`src/rtl/clock_ctrl_pkg.sv`:
```
// clock_ctrl_pkg: shared mode encoding and field moduli for the time-of-day controller
package clock_ctrl_pkg;
  typedef enum logic [1:0] {RUN, SET_HR, SET_MIN, SET_SEC} field_e;
  localparam int SEC_M = 60;
  localparam int MIN_M = 60;
  localparam int HR_M = 24;
endpackage

```
`src/rtl/wrap_counter.sv`:
```
// wrap_counter: mod-M up/down counter with sync clear; up and dn together hold
module wrap_counter #(
  parameter int M = 60
) (
  input  logic                 clk,
  input  logic                 rst_n,
  input  logic                 clr,
  input  logic                 up,
  input  logic                 dn,
  output logic [$clog2(M)-1:0] cnt,
  output logic                 co
);
  localparam int W = $clog2(M);
  localparam logic [W-1:0] MAX = W'(M - 1);
  assign co = up & (cnt == MAX);
  always_ff @(posedge clk)
    if (!rst_n || clr) cnt <= '0;
    else if (up && !dn) cnt <= (cnt == MAX) ? '0 : cnt + 1'b1;
    else if (dn && !up) cnt <= (cnt == '0) ? MAX : cnt - 1'b1;
endmodule

```
`src/rtl/clock_set_ctrl.sv`:
```
// clock_set_ctrl: run/set controller for the sec-min-hr counter chain with blink strobe
module clock_set_ctrl
  import clock_ctrl_pkg::*;
#(
  parameter int CLK_DIV = 10
) (
  input  logic       clk,
  input  logic       rst_n,
  input  logic       mode,
  input  logic       inc,
  input  logic       dec,
  output logic [5:0] sec,
  output logic [5:0] min,
  output logic [4:0] hr,
  output logic [1:0] field,
  output logic       blink,
  output logic       tick_1s
);
  localparam int PW = $clog2(CLK_DIV);
  field_e st;
  logic [PW-1:0] pre;
  logic pre_co, run, sec_co, min_co;
  logic sec_up, sec_dn, min_up, min_dn, hr_up, hr_dn;
  assign run = (st == RUN);
  assign field = st;
  assign tick_1s = run & pre_co;
  // mode takes priority over inc/dec, so edits are gated off on a mode pulse
  assign sec_up = run ? tick_1s : (st == SET_SEC) & ~mode & inc;
  assign sec_dn = ~run & (st == SET_SEC) & ~mode & dec;
  assign min_up = run ? sec_co : (st == SET_MIN) & ~mode & inc;
  assign min_dn = ~run & (st == SET_MIN) & ~mode & dec;
  assign hr_up = run ? min_co : (st == SET_HR) & ~mode & inc;
  assign hr_dn = ~run & (st == SET_HR) & ~mode & dec;
  wrap_counter #(.M(CLK_DIV)) u_pre (
    .clk(clk), .rst_n(rst_n), .clr(mode), .up(1'b1), .dn(1'b0), .cnt(pre), .co(pre_co)
  );
  wrap_counter #(.M(SEC_M)) u_sec (
    .clk(clk), .rst_n(rst_n), .clr(1'b0), .up(sec_up), .dn(sec_dn), .cnt(sec), .co(sec_co)
  );
  wrap_counter #(.M(MIN_M)) u_min (
    .clk(clk), .rst_n(rst_n), .clr(1'b0), .up(min_up), .dn(min_dn), .cnt(min), .co(min_co)
  );
  wrap_counter #(.M(HR_M)) u_hr (
    .clk(clk), .rst_n(rst_n), .clr(1'b0), .up(hr_up), .dn(hr_dn), .cnt(hr), .co()
  );
  always_ff @(posedge clk)
    if (!rst_n) begin
      st <= RUN;
      blink <= 1'b1;
    end else if (mode) begin
      st <= field_e'(st + 2'd1);
      blink <= 1'b1;
    end else if (run) blink <= 1'b1;
    else if (pre == PW'(CLK_DIV / 2 - 1) || pre_co) blink <= ~blink;
endmodule
```
`config.mk`:
```
export PLATFORM = sky130hd
export DESIGN_NAME = clock_set_ctrl
export DESIGN_NICKNAME = d
export VERILOG_FILES = /design/src/rtl/clock_ctrl_pkg.sv /design/src/rtl/wrap_counter.sv /design/src/rtl/clock_set_ctrl.sv
export SDC_FILE = /design/constraint.sdc
export NUM_CORES = 1
export LEC_CHECK = 0
export ABC_AREA = 1
export BUFFER_PORTS_ARGS = -buffer_cell sky130_fd_sc_hd__buf_2
export CAP_MARGIN = 20
export CELL_PAD_IN_SITES_DETAIL_PLACEMENT = 0
export CELL_PAD_IN_SITES_GLOBAL_PLACEMENT = 1
export CORE_ASPECT_RATIO = 0.6
export CORE_MARGIN = 1.5
export CORE_UTILIZATION = 35
export DETAILED_ROUTE_END_ITERATION = 16
export PLACE_DENSITY = 0.79
export SYNTH_ARGS = -nofsm -noshare
export SYNTH_HDL_FRONTEND = slang
export SYNTH_SLANG_ARGS = --single-unit
```
`constraint.sdc`:
```
create_clock -name clk -period 3.3 [get_ports clk]
set_input_delay 0.66 -clock clk [delete_from_list [all_inputs] [get_ports clk]]
set_output_delay 0.66 -clock clk [all_outputs]
set_load 0.1 [all_outputs]
```
==> summary.md <==
| Metric | Value |
|---|---|
| Critical Path AT | `1.59 ns` |
| Initial Utilization | `0.3674` |
| Fin Clk Skew | `about 0.0031 ns` |
| Layout cells sized above 1 | `0.1582` |
| Worst-Margin Slew | `around 0.50 ns` |
| Register area | `480.5 µm²` |
| Final Max Tran Viols | `0` |
| Port bufs | `25` |
| GPL Wtd Cong | `approximately 0.84` |
| R2R setup slack | `1.19 ns` |
| Max_cap viols | `0` |
| Async S/R FF share, synth | `0` |
| Setup Total Neg Slack | `0 ns` |
| Drt total wl | `4431 µm` |
| Tot Pwr | `roughly 720 µW` |
| 1st-iter DRT viols | `69` |
| Mapped Avg Cell Area | `6.820 µm²` |
| Most frequent cells in the layout | `43 x nand2_1, 42 x inv_1, 34 x nand3_1, 25 x a21oi_1, 25 x buf_2` |
| Antenna Cells | `0` |
| Post-DP Area | `2036 µm²` |
| RSZ-0062 raised after global routing | `no` |
| Ratio of final minimum period to clock period | `0.6829` |
| Final Hold Viols | `0` |
| Hold buffers post-CTS | `0` |
| Post-CTS setup buffers | `0` |
| Cell Pwr Density | `346.7 nW/µm²` |
| Netlist Area Pre-Place | `~1900 µm²` |
| Filler cells | `around 540` |
| Die footprint | `5821 µm²` |
| Number of vias per cell | `4.942` |
| CTS buffer count | `3` |
| # setup viols final | `0` |
| Fin crit period | `between 2 and 2.5 ns` |
| Setup CP Type | `flop to output port` |
| P_leak | `1.010 nW` |
| Routed Antenna Nets | `0` |
| Worst path slowest cell | `buf_2` |
| Drt pass-1 iters | `4` |
| CP delay by family, top | `buffers and inverters` |
| Skew-Pair Late Insertion Delay | `0.27 ns` |
| Die Ht | `59.70 µm` |
| Nets | `322` |
| Slew headroom | `0.6663` |
| Req. time, crit path | `2.64 ns` |
| Initial antenna violation count | `0` |
| First-pass GRT wire length | `between 7000 and 8000 µm` |
| Number of flops mapped to enable cells by yosys | `0` |
| Crit-path max FO | `5` |
| Syn Nets | `298` |
| CP endpoint kind | `output port` |
| Mean routed wirelength per cell | `12.21 µm` |
| Vias in the first global route | `approximately 1600` |
| Crit path buffers/inverters | `1` |
| DRC Markers | `0` |
| Area of the multi-input gates | `1169 µm²` |
| Row cnt | `20` |
| Ports | `26` |
| Status | `complete, no violations` |
| Startpoint types | `flop` |
| Final instance area | `2077 µm²` |
| Top_reg_cell synth | `dfxtp_1` |
| Total track usage | `0.1640` |
| Root Driver | `clkbuf_8` |
| Commonest non-fill, non-tap cell in the layout | `nand2_1` |
| Overflow after GRT | `0` |
| Sink Count | `24` |
| Distinct cells, synth | `31` |
| Min-delay worst type | `flop to flop` |
| Clock Path Buffers | `2` |
| Largest net degree at the start of global routing | `16` |
| Seq/Total Area, Yosys | `0.2562` |
| H-tree depth | `1` |
| CTS resizes | `0` |
| Final core occ | `0.4069` |
| Seq cells post-synth | `24` |
| DR vias | `~1800` |
| Crit path cell chain | `ha_1, nand3_1, nor2_2, buf_2` |
| Core Area | `around 5000 µm²` |
| DPL Wire Length | `3361 µm` |
| Area grow syn2layout | `10.74%` |
| Ys Warns | `0` |
| Die width | `97.51 µm` |
| Peak VDD IR | `0.1280 mV` |
| Syn Inst Count | `275` |
| Max incr delay on CP | `0.45 ns` |
| Max Clk Rate | `443.7 MHz` |
| CTS tree | `yes` |
| Clock transition at path regs | `0.09 ns` |
-- power breakdown --
part / internal, mW / total (mW) / switching [mW]
Sequential: 0.302 / 0.322 / 0.0204
Clock: 0.0818 / 0.180 / 0.0984
Combinational: 0.0539 / 0.218 / 0.164
-- through the flow --
step	hold slack, ns	worst slack [ns]	std cells
3_3_place_gp	0.4672	1.150	360
5_1_grt	0.5059	0.8973	363
6_report	0.4923	1.046	363
4_1_cts	0.4944	1.028	363
3_5_place_dp	0.4737	1.144	360
2_1_floorplan	0.4446	0.2407	275
-- cell usage after synthesis, drive strengths merged (2+ instances only) --
cell | n | area, µm²
o21ai | 25 | 125.1
xor2 | 8 | 70.07
nor2 | 26 | 127.6
a21oi | 25 | 125.1
nand4 | 5 | 43.79
xnor2 | 3 | 26.28
dfxtp | 24 | 480.5
inv | 46 | 175.2
ha | 18 | 225.2
nand2 | 45 | 178.9
buf | 4 | 41.29
clkbuf | 2 | 8.750
nand3 | 37 | 200.2
-- layer usage --
| layer | vias to the layer above | track usage | part of all wire |
|---|---|---|---|
| li1 | 945 | - | - |
| met1 | 806 | 0.2552 | 0.57 |
| met2 | 41 | 0.2331 | 0.38 |
| met5 | - | 0 | 0 |
| met3 | 2 | 0.02924 | 0.046 |
| met4 | 0 | 0.03469 | 0.0023 |
-- layout make-up --
cell class                 instances  share of cell area
timing repair buffer              25             0.06024
sequential                        24              0.2313
inverter                          47             0.08614
multi-input combinational        198              0.5627
clock buffer                       3             0.01988
tap                               66             0.03976
-- state kept, by name, summed over array words and instances, names as in the netlist --
| signal | cells |
|---|---|
| u_hr.cnt | 5 |
| blink | 1 |
| field | 2 |
| u_min.cnt | 6 |
| u_sec.cnt | 6 |
| u_pre.cnt | 4 |
-- worst register-to-register path, stage by stage, from the launching register on --
cell and delay [ns]:
dfxtp_1 0.45, ha_1 0.27, nand3_2 0.12, nor2_4 0.14, nand2_1 0.07, o21ai_0 0.18
ha_1 0.27, inv_1 0.12, o21ai_0 0.21, o21ai_0 0.10, a21oi_1 0.13
-- cell families (layout without fill, tap and decap cells) --
kind of cell             Yosys count  in the layout  synth area share
buffers and inverters             53             75            0.1221
XOR/XNOR                          11             11           0.05137
adder cells (fa/ha/maj)           18             18            0.1201
flip-flops                        24             24            0.2562
AO/OA/AOI/OAI                     55             55            0.1541
AND/OR/NAND/NOR                  114            114            0.2962
-- final timing paths --
| kind | start | endpoint | cells after the start |
|---|---|---|---|
| max | u_pre.cnt[0]$_SDFF_PP0_ | tick_1s | 4 |
| max reg2reg | u_sec.cnt[1]$_SDFFE_PN0P_ | u_hr.cnt[2]$_SDFFE_PN0P_ | 10 |
| min reg2reg | u_pre.cnt[0]$_SDFF_PP0_ | u_pre.cnt[0]$_SDFF_PP0_ | 1 |
| min | u_pre.cnt[0]$_SDFF_PP0_ | u_pre.cnt[0]$_SDFF_PP0_ | 1 |
Note: power is estimated with default switching activity, not from simulation.
